[src/rtl/vram_arbiter_m_if.sv]
// rtl/vram_arbiter_m_if.sv - CPU/fill request and VRAM write-port bundle for vram_arbiter_m
`ifndef VRAM_ADDR_WIDTH
`define VRAM_ADDR_WIDTH 12
`endif

interface vram_arbiter_m_if #(
    parameter int ADDR_WIDTH = `VRAM_ADDR_WIDTH,
    parameter int FIFO_DEPTH = 4
);
    localparam int LVL_W = $clog2(FIFO_DEPTH) + 1;

    logic                  write_window;
    logic                  cpu_valid;
    logic [ADDR_WIDTH-1:0] cpu_address;
    logic [7:0]            cpu_data;
    logic                  cpu_ready;
    logic                  fill_valid;
    logic [ADDR_WIDTH-1:0] fill_address;
    logic [7:0]            fill_data;
    logic                  fill_ready;
    logic [ADDR_WIDTH-1:0] vram_address;
    logic [7:0]            vram_data;
    logic                  vram_write_enable;
    logic [LVL_W-1:0]      fifo_level;

    modport master (
        output write_window, cpu_valid, cpu_address, cpu_data,
        output fill_valid, fill_address, fill_data,
        input  cpu_ready, fill_ready,
        input  vram_address, vram_data, vram_write_enable, fifo_level
    );

    modport slave (
        input  write_window, cpu_valid, cpu_address, cpu_data,
        input  fill_valid, fill_address, fill_data,
        output cpu_ready, fill_ready,
        output vram_address, vram_data, vram_write_enable, fifo_level
    );
endinterface

[src/rtl/vram_arbiter_m.sv]
// rtl/vram_arbiter_m.sv - round-robin CPU/fill arbiter for the GPU VRAM write port; CPU post FIFO under VRAM_ARB_CPU_FIFO_EN
`ifndef VRAM_ADDR_WIDTH
`define VRAM_ADDR_WIDTH 12
`endif

module vram_arbiter_m #(
    parameter int ADDR_WIDTH = `VRAM_ADDR_WIDTH,
    parameter int FIFO_DEPTH = 4
) (
    input  logic            clk_12_5875,
    input  logic            rst_n,
    vram_arbiter_m_if.slave bus
);
    localparam int   LVL_W    = $clog2(FIFO_DEPTH) + 1;
    localparam logic SRC_CPU  = 1'b0;
    localparam logic SRC_FILL = 1'b1;

    logic                  cpu_pend;
    logic [ADDR_WIDTH-1:0] cpu_src_addr;
    logic [7:0]            cpu_src_data;
    logic                  gnt_cpu;
    logic                  gnt_fill;

    logic                  last_grant_q, last_grant_d;
    logic [ADDR_WIDTH-1:0] vram_address_q, vram_address_d;
    logic [7:0]            vram_data_q, vram_data_d;
    logic                  vram_we_q, vram_we_d;

`ifdef VRAM_ARB_CPU_FIFO_EN
    localparam int PTR_W = $clog2(FIFO_DEPTH);

    logic [ADDR_WIDTH+7:0] fifo_mem_q [FIFO_DEPTH];
    logic [ADDR_WIDTH+7:0] fifo_mem_d [FIFO_DEPTH];
    logic [PTR_W-1:0]      wr_ptr_q, wr_ptr_d;
    logic [PTR_W-1:0]      rd_ptr_q, rd_ptr_d;
    logic [LVL_W-1:0]      level_q, level_d;
    logic                  fifo_full;
    logic                  push;

    // No full-bypass: a pop in the same cycle does not reopen cpu_ready.
    assign fifo_full       = (level_q == LVL_W'(FIFO_DEPTH));
    assign bus.cpu_ready   = rst_n & ~fifo_full;
    assign push            = bus.cpu_valid & bus.cpu_ready;
    assign cpu_pend        = (level_q != '0);
    assign {cpu_src_addr, cpu_src_data} = fifo_mem_q[rd_ptr_q];
    assign bus.fifo_level  = level_q;

    always_comb begin
        fifo_mem_d = fifo_mem_q;
        wr_ptr_d   = wr_ptr_q;
        rd_ptr_d   = rd_ptr_q;
        level_d    = level_q;
        if (push) begin
            fifo_mem_d[wr_ptr_q] = {bus.cpu_address, bus.cpu_data};
            wr_ptr_d             = wr_ptr_q + PTR_W'(1);
        end
        if (gnt_cpu) begin
            rd_ptr_d = rd_ptr_q + PTR_W'(1);
        end
        if (push && !gnt_cpu) begin
            level_d = level_q + LVL_W'(1);
        end else if (!push && gnt_cpu) begin
            level_d = level_q - LVL_W'(1);
        end
    end

    always_ff @(posedge clk_12_5875) begin
        fifo_mem_q <= fifo_mem_d;
    end

    always_ff @(posedge clk_12_5875 or negedge rst_n) begin
        if (!rst_n) begin
            wr_ptr_q <= '0;
            rd_ptr_q <= '0;
            level_q  <= '0;
        end else begin
            wr_ptr_q <= wr_ptr_d;
            rd_ptr_q <= rd_ptr_d;
            level_q  <= level_d;
        end
    end
`else
    // Without the FIFO the CPU stalls on the bus until it wins a grant.
    assign cpu_pend       = bus.cpu_valid;
    assign cpu_src_addr   = bus.cpu_address;
    assign cpu_src_data   = bus.cpu_data;
    assign bus.cpu_ready  = rst_n & gnt_cpu;
    assign bus.fifo_level = LVL_W'(0);
`endif

    always_comb begin
        gnt_cpu  = 1'b0;
        gnt_fill = 1'b0;
        if (bus.write_window) begin
            if (cpu_pend && bus.fill_valid) begin
                if (last_grant_q == SRC_CPU) begin
                    gnt_fill = 1'b1;
                end else begin
                    gnt_cpu = 1'b1;
                end
            end else begin
                gnt_cpu  = cpu_pend;
                gnt_fill = bus.fill_valid;
            end
        end
    end

    assign bus.fill_ready = gnt_fill;

    always_comb begin
        last_grant_d   = last_grant_q;
        vram_we_d      = gnt_cpu | gnt_fill;
        vram_address_d = vram_address_q;
        vram_data_d    = vram_data_q;
        if (gnt_cpu) begin
            last_grant_d   = SRC_CPU;
            vram_address_d = cpu_src_addr;
            vram_data_d    = cpu_src_data;
        end else if (gnt_fill) begin
            last_grant_d   = SRC_FILL;
            vram_address_d = bus.fill_address;
            vram_data_d    = bus.fill_data;
        end
    end

    always_ff @(posedge clk_12_5875 or negedge rst_n) begin
        if (!rst_n) begin
            last_grant_q   <= SRC_CPU;
            vram_we_q      <= 1'b0;
            vram_address_q <= '0;
            vram_data_q    <= '0;
        end else begin
            last_grant_q   <= last_grant_d;
            vram_we_q      <= vram_we_d;
            vram_address_q <= vram_address_d;
            vram_data_q    <= vram_data_d;
        end
    end

    assign bus.vram_address      = vram_address_q;
    assign bus.vram_data         = vram_data_q;
    assign bus.vram_write_enable = vram_we_q;
endmodule

[src/flat_wrapper.sv]
// flat-port wrapper written by rule: the top's interface ports become plain ports
module vram_arbiter_m_flat 
#(
    parameter int ADDR_WIDTH = `VRAM_ADDR_WIDTH,
    parameter int FIFO_DEPTH = 4
)
  (clk_12_5875, rst_n, bus_write_window, bus_cpu_valid, bus_cpu_address, bus_cpu_data, bus_fill_valid, bus_fill_address, bus_fill_data, bus_cpu_ready, bus_fill_ready, bus_vram_address, bus_vram_data, bus_vram_write_enable, bus_fifo_level);
  vram_arbiter_m_if #(.ADDR_WIDTH(ADDR_WIDTH), .FIFO_DEPTH(FIFO_DEPTH)) bus_i ();
  input  logic clk_12_5875;
  input  logic rst_n;
  input wire logic [$bits(bus_i.write_window)-1:0] bus_write_window;
  input wire logic [$bits(bus_i.cpu_valid)-1:0] bus_cpu_valid;
  input wire logic [$bits(bus_i.cpu_address)-1:0] bus_cpu_address;
  input wire logic [$bits(bus_i.cpu_data)-1:0] bus_cpu_data;
  input wire logic [$bits(bus_i.fill_valid)-1:0] bus_fill_valid;
  input wire logic [$bits(bus_i.fill_address)-1:0] bus_fill_address;
  input wire logic [$bits(bus_i.fill_data)-1:0] bus_fill_data;
  output wire logic [$bits(bus_i.cpu_ready)-1:0] bus_cpu_ready;
  output wire logic [$bits(bus_i.fill_ready)-1:0] bus_fill_ready;
  output wire logic [$bits(bus_i.vram_address)-1:0] bus_vram_address;
  output wire logic [$bits(bus_i.vram_data)-1:0] bus_vram_data;
  output wire logic [$bits(bus_i.vram_write_enable)-1:0] bus_vram_write_enable;
  output wire logic [$bits(bus_i.fifo_level)-1:0] bus_fifo_level;
  assign bus_i.write_window = bus_write_window;
  assign bus_i.cpu_valid = bus_cpu_valid;
  assign bus_i.cpu_address = bus_cpu_address;
  assign bus_i.cpu_data = bus_cpu_data;
  assign bus_i.fill_valid = bus_fill_valid;
  assign bus_i.fill_address = bus_fill_address;
  assign bus_i.fill_data = bus_fill_data;
  assign bus_cpu_ready = bus_i.cpu_ready;
  assign bus_fill_ready = bus_i.fill_ready;
  assign bus_vram_address = bus_i.vram_address;
  assign bus_vram_data = bus_i.vram_data;
  assign bus_vram_write_enable = bus_i.vram_write_enable;
  assign bus_fifo_level = bus_i.fifo_level;
  vram_arbiter_m #(.ADDR_WIDTH(ADDR_WIDTH), .FIFO_DEPTH(FIFO_DEPTH)) u_core (.clk_12_5875(clk_12_5875), .rst_n(rst_n), .bus(bus_i));
endmodule
[config.mk]
export PLATFORM = sky130hd
export DESIGN_NAME = vram_arbiter_m_flat
export DESIGN_NICKNAME = d
export VERILOG_FILES = /design/src/rtl/vram_arbiter_m_if.sv /design/src/rtl/vram_arbiter_m.sv /design/src/flat_wrapper.sv
export SDC_FILE = /design/constraint.sdc
export NUM_CORES = 1
export LEC_CHECK = 0
export ABC_AREA = 1
export CAP_MARGIN = 20
export CORE_MARGIN = 4
export CORE_UTILIZATION = 36
export CTS_BUF_LIST = sky130_fd_sc_hd__clkbuf_4
export CTS_CLUSTER_DIAMETER = 40
export DETAILED_ROUTE_END_ITERATION = 10
export PLACE_DENSITY = 0.75
export SYNTH_ARGS = -nofsm -noshare
export SYNTH_HDL_FRONTEND = slang
export SYNTH_SLANG_ARGS = --single-unit
[constraint.sdc]
create_clock -name clk_12_5875 -period 1.3 [get_ports clk_12_5875]
set_clock_uncertainty 0.2 [all_clocks]
set_input_delay 0.26 -clock clk_12_5875 [delete_from_list [all_inputs] [get_ports clk_12_5875]]
set_output_delay 0.26 -clock clk_12_5875 [all_outputs]
set_load 0.02 [all_outputs]
==> results of run 1 <==
-- cells by family after synthesis --
| logic type | after synthesis | share of synthesized area |
|---|---|---|
| simple gates | 106 | 0.360 |
| compound gates | 2 | 0.00989 |
| buf+inv | 57 | 0.192 |
| other cells | 1 | 0.00296 |
| flops | 22 | 0.435 |
-- through the flow --
| stage | util | power, uW | cell area [sq um] | std cells | setup WS [ns] |
|---|---|---|---|---|---|
| after floorplan | - | 1210 | 1280 | 190 | 0.0413 |
| after global placement | 0.596 | 1610 | 2010 | 300 | -0.800 |
| after detailed placement | 0.596 | 1620 | 2010 | 300 | -0.827 |
| after CTS | 0.618 | 1970 | 2080 | 307 | -0.221 |
| after global routing | 0.639 | 2150 | 2150 | 315 | -0.283 |
| final | 0.639 | 2020 | 2150 | 315 | -0.234 |
-- flip-flops by register name (all words and copies together), names as in the netlist --
| register | count |
|---|---|
| u_core.bus.vram_data | 8 |
| u_core.bus.vram_write_enable | 1 |
| u_core.bus.vram_address | 12 |
| u_core.last_grant_q | 1 |
-- per-layer routing --
metal  track usage  share of wire  wire length (um)  vias up
met3        0.0632           0.13               466        4
met2         0.255           0.43              1600       57
met1         0.205           0.43              1570      578
li1              -              -                 -      713
met4        0.0456          0.010                38        0
met5             0              0                 0        -
-- cells in the final DEF, fill, tap and decap left out, drive strengths merged --
cell           Yosys  final
clkbuf             0      3
nand3             40     40
a22oi              1      1
conb               1      3
dfrtp             22     22
buf               13     45
a21oi              1      1
clkdlybuf4s50      0     41
dlygate4sd2        0      3
nor2               1      1
inv               44     44
nand2             65     65
-- final timing paths --
| kind | cells after the start | start | slack [ns] | end |
|---|---|---|---|---|
| max | 5 | u_core.last_grant_q | -0.23 | bus_cpu_ready |
| min | 2 | rst_n | 0.13 | u_core.bus.vram_address[9] |
| max reg2reg | 7 | u_core.last_grant_q | -0.08 | u_core.bus.vram_data[6] |
| min reg2reg | 2 | u_core.bus.vram_address[2] | 0.31 | u_core.bus.vram_address[2] |
| max in group asynchronous | 2 | rst_n | 0.55 | u_core.bus.vram_data[5] |
| min in group clk_12_5875 | 2 | u_core.bus.vram_address[2] | 0.31 | u_core.bus.vram_address[2] |
-- what timing repair did --
item / in CTS / in global routing
pin swaps: 3 / 1
buffers inserted: 4 / 8
setup endpoints to repair: 43 / 44
gates resized for setup: 139 / 3
-- area by class of cell --
| cell class | count | area, sq um | share of cell area |
|---|---|---|---|
| timing repair buffer | 89 | 857 | 0.399 |
| inverter | 44 | 165 | 0.0768 |
| sequential | 22 | 551 | 0.256 |
| clock buffer | 3 | 22.5 | 0.0105 |
| multi-input combinational | 111 | 497 | 0.231 |
| tap | 46 | 57.6 | 0.0268 |
-- worst reg2reg max path, stage by stage, from the launching register on --
cell	delay [ns]
dfrtp_1	0.41
inv_2	0.08
nand2_4	0.06
nand2_4	0.07
buf_4	0.24
nand2_1	0.08
nand3_1	0.08
nand2_1	0.06
-- power by group through the flow --
stage / combinational (uW) / sequential (uW) / clock [uW]
after floorplan: 243 / 964 / 0
after global placement: 768 / 843 / 0
after detailed placement: 775 / 846 / 0
after CTS: 814 / 853 / 300
after global routing: 948 / 866 / 335
final: 868 / 855 / 300
==> run metrics, run 1 <==
HPWL after detailed placement 2570 um; maximum number of pins on one net before global-route repair 23; Worst Hold Margin 0.128 ns; wire length of the first global-routing pass between 5000 and 6000 um; initial antenna violation count 0; highest achievable clock rate ~650 MHz; count of state elements after synthesis 22; Tightest Hold Check Type primary input to async pin; number of global-route vias before repair 1213; cell count after synthesis around 190; top cell types by occurrence after synthesis nand2_1 (62), inv_1 (41), nand3_1 (40); CP bufs+invs 2; share of total power in combinational logic 0.429; worst vdd ir between 400 and 500 uV; DIE AREA 0.00453 sq mm; max-slew violation count 0; data arrival time at the worst-slack endpoint 1.07 ns; cell taking the most area after synthesis dfrtp_1; average cell area after synthesis 6.73 sq um; DRT Wirelength 3670 um; setup repair after global routing missed its margin yes; setup TNS -1.72 ns; total routing resource utilization after global routing 0.162; violated checks negative setup slack; Die Height about 67 um; Post-Synthesis Cell Area 0.00126 sq mm; share of cells above drive strength 1 0.204; PwrDens 941 mW/mm^2; Post-CTS Hold Buffers 0; count of buffers from port buffering 67; fraction of the cycle the final worst path needs 1.18; outcome finished with violations; number of synthesized flops with an enable pin 0; type of the setup path with the least slack flip-flop to output port; total of max-cap violations 0; fraction of synthesis flops using an asynchronous set or reset pin 1.00; Residual DRC 0; Die X-Extent 67.3 um; antenna-violating nets left 0; FILL cells 331; RD Place Congestion 0.710; Critical Path RT 0.84 ns; crit path max-delay cell type dfrtp_1; clock-pin slew on the worst setup and hold paths 0.12 ns; net switching power between 600 and 700 uW; Sinks on Clock Net 22; leakage power total approximately 0.0012 uW; number of cell rows 21; sequential cell fraction of total power 0.423; family with the most delay on the worst path flip-flops; clock network power share 0.148; H-tree level count 1; clock buffer depth 2; CP Capture Type output port; Clk Latency, worst-skew pair 0.29 ns; initial core utilization 0.376; standard cell core area about 0.0034 sq mm; post-synthesis sequential area ratio 0.435; Via-to-Cell Ratio 4.29; Routed wire per std cell 11.7 um; type of element launching the critical path flip-flop; vias after detailed routing between 1k and 1.5k; Layout area overhead 69.9%; switching share of total power 0.331; Setup-failing EPs final 33; count of routing violations after the opening detailed-route iteration 71; largest cells by area after synthesis dfrtp_1 (44%), nand2_1 (18%), nand3_1 (16%); Cell Int Power 1350 uW; root buffer cell clkbuf_4; Synth warnings 0; CTS tree done; Inserted Clock Buffers 3; number of nets at the end of the flow ~320; most common cell in the synthesized netlist nand2_1; area share of the leading cell type in the synthesized netlist 0.435; GRT Residual Overflow 0; critical path peak fanout 2; maximum single-stage delay on the critical path 0.41 ns; cell with the most instances on the worst path nand2_4; number of top-level pins 71; most used flip-flop cell after synthesis dfrtp_1; Yosys cell types 12; post-route worst setup slack -0.234 ns; detailed-routing iteration count for the pre-antenna-repair pass 2; number of endpoints with negative hold slack in the final report 0; Final Critical Period 1.53 ns; Ant. Diodes 0; series of cell instances along the critical path inv_2, nand2_4, nand2_4, nor2_4, buf_6
Note: power is estimated with default switching activity, not from simulation.
==> inputs of run 2 (changes only) <==
Settings changed: CORE_UTILIZATION 36 to 42, PLACE_DENSITY 0.75 to 0.83.
Clock period 1.3 ns to 1.85 ns, I/O delays scaled along.
==> run metrics, run 2 (synthesis results as in run 1) <==
type of element launching the critical path primary input; number of endpoints with negative hold slack in the final report 0; total of max-cap violations 0; highest achievable clock rate 581 MHz; DRT Wirelength 3330 um; Layout area overhead 57.5%; Reg2Reg Setup Slack around 0.48 ns; HPWL after detailed placement 2470 um; Die Height 62.9 um; Via-to-Cell Ratio 4.46; number of top-level pins 71; worst reg-to-reg path cell count 7; Critical Path RT 1.28 ns; Inserted Clock Buffers 3; clock-pin slew on the worst setup and hold paths ~0.12 ns; detailed-routing iteration count for the pre-antenna-repair pass 4; maximum number of pins on one net before global-route repair 23; H-tree level count 1; Routed wire per std cell 11.6 um; fraction of the cycle the final worst path needs 0.931; setup repair bufs after CTS 0; Overall Power 1290 uW; number of global-route vias before repair about 1.2k; total routing resource utilization after global routing 0.173; Ant. Diodes 0; antenna-violating nets left 0; series of cell instances along the critical path clkdlybuf4s50_1, inv_1, nor2_1, buf_4; crit path max-delay cell type clkdlybuf4s50_1; CP Capture Type output port; type of the setup path with the least slack primary input to output port; outcome finished clean; Design Area, Final 0.00199 sq mm; initial antenna violation count 0; most common cell after layout, fill and taps aside nand2_1; count of routing violations after the opening detailed-route iteration 40; GRT Residual Overflow 0; number of cell rows 19; standard cell core area between 0.002 and 0.003 sq mm; data arrival time at the worst-slack endpoint 1.15 ns; Sinks on Clock Net 22; DIE AREA 0.00395 sq mm; Residual DRC 0; commonest cells after routing, fill and taps aside nand2_1 (60), inv_1 (41), clkdlybuf4s50_1 (41); maximum single-stage delay on the critical path 0.48 ns; Setup-failing EPs final 0; Tightest Hold Check Type primary input to async pin; number of nets at the end of the flow 302; FILL cells 280; worst vdd ir roughly 340 uV; startpoint of the lowest-slack register-to-register path u_core.last_grant_q; Die X-Extent 62.9 um; leakage power total 0.00118 uW; root buffer cell clkbuf_4; setup repair after global routing missed its margin no; PwrDens 647 mW/mm^2; Final Critical Period approximately 1.7 ns; vias after detailed routing 1279; count of buffers from port buffering 67; max-slew violation count 0; flip-flop count of the largest register after layout 12; initial core utilization 0.447; RD Place Congestion ~0.74; Clk Latency, worst-skew pair around 0.3 ns; Placement Cell Area 0.00198 sq mm; wire length of the first global-routing pass 5620 um; clock buffer depth 2; critical path peak fanout 2; capture point of the worst reg-to-reg path u_core.bus.vram_address[7]; CTS tree done; share of cells above drive strength 1 0.0859
[run 2: cell types whose count changed in the layout (fill, tap and decap cells not counted), sizes merged]
cell / change
dlymetal6s2s: +4
buf: -35
dlygate4sd2: +17
clkinv: +1
[run 2: worst max-delay path by stage]
| stage | from | endpoint | cells after the start |
|---|---|---|---|
| final | rst_n | bus_cpu_ready | 4 |
| after global routing | u_core.last_grant_q | bus_cpu_ready | 5 |
| after CTS | bus_write_window | bus_cpu_ready | 6 |
| after detailed placement | bus_fill_valid | bus_fill_ready | 4 |
| after global placement | bus_cpu_valid | bus_cpu_ready | 6 |
| after floorplan | bus_cpu_valid | bus_cpu_ready | 5 |
[run 2: critical path, delay by kind of cell]
kind,cells,cell delay [ns]
buffers and inverters,3,0.67
and+or+nand+nor,1,0.10
[run 2: cell type report]
| cell class | instances | area [sq um] | share of cell area |
|---|---|---|---|
| Clock buffer | 3 | 22.5 | 0.0113 |
| Clock inverter | 1 | 3.75 | 0.00188 |
| Timing Repair Buffer | 75 | 723 | 0.363 |
| Multi-Input combinational cell | 111 | 488 | 0.245 |
| Inverter | 44 | 165 | 0.0829 |
| Sequential cell | 22 | 551 | 0.276 |
| Tap cell | 31 | 38.8 | 0.0195 |
[run 2: power by group]
part	internal, uW	switching [uW]
logic	222	266
registers	549	33.3
clock network	78.6	140
total	850	439
[run 2: per-layer routing]
layer,track usage,part of all wire,vias to the layer above
met3,0.0701,0.11,2
li1,-,-,686
met5,0,0,-
met1,0.208,0.43,537
met2,0.289,0.46,54
met4,0.0413,0.0039,0
[run 2: repair_timing]
item,in CTS,in global routing
setup endpoints to repair,21,4
resized for setup,31,6
hold endpoints to repair,0,0
cloned,0,0
hold buffers,0,0
[run 2: metrics by stage]
step           setup TNS [ns]  setup slack (ns)  utilization  cells  hold WS [ns]
2_1_floorplan               0             0.273            -    190        -0.126
3_3_place_gp           -0.853            -0.464        0.699    283         0.260
3_5_place_dp            -1.53            -0.497        0.699    283         0.265
4_1_cts               -0.0202           -0.0131        0.699    287         0.239
5_1_grt                     0            0.0695        0.704    287         0.249
6_report                    0             0.127        0.704    287         0.240
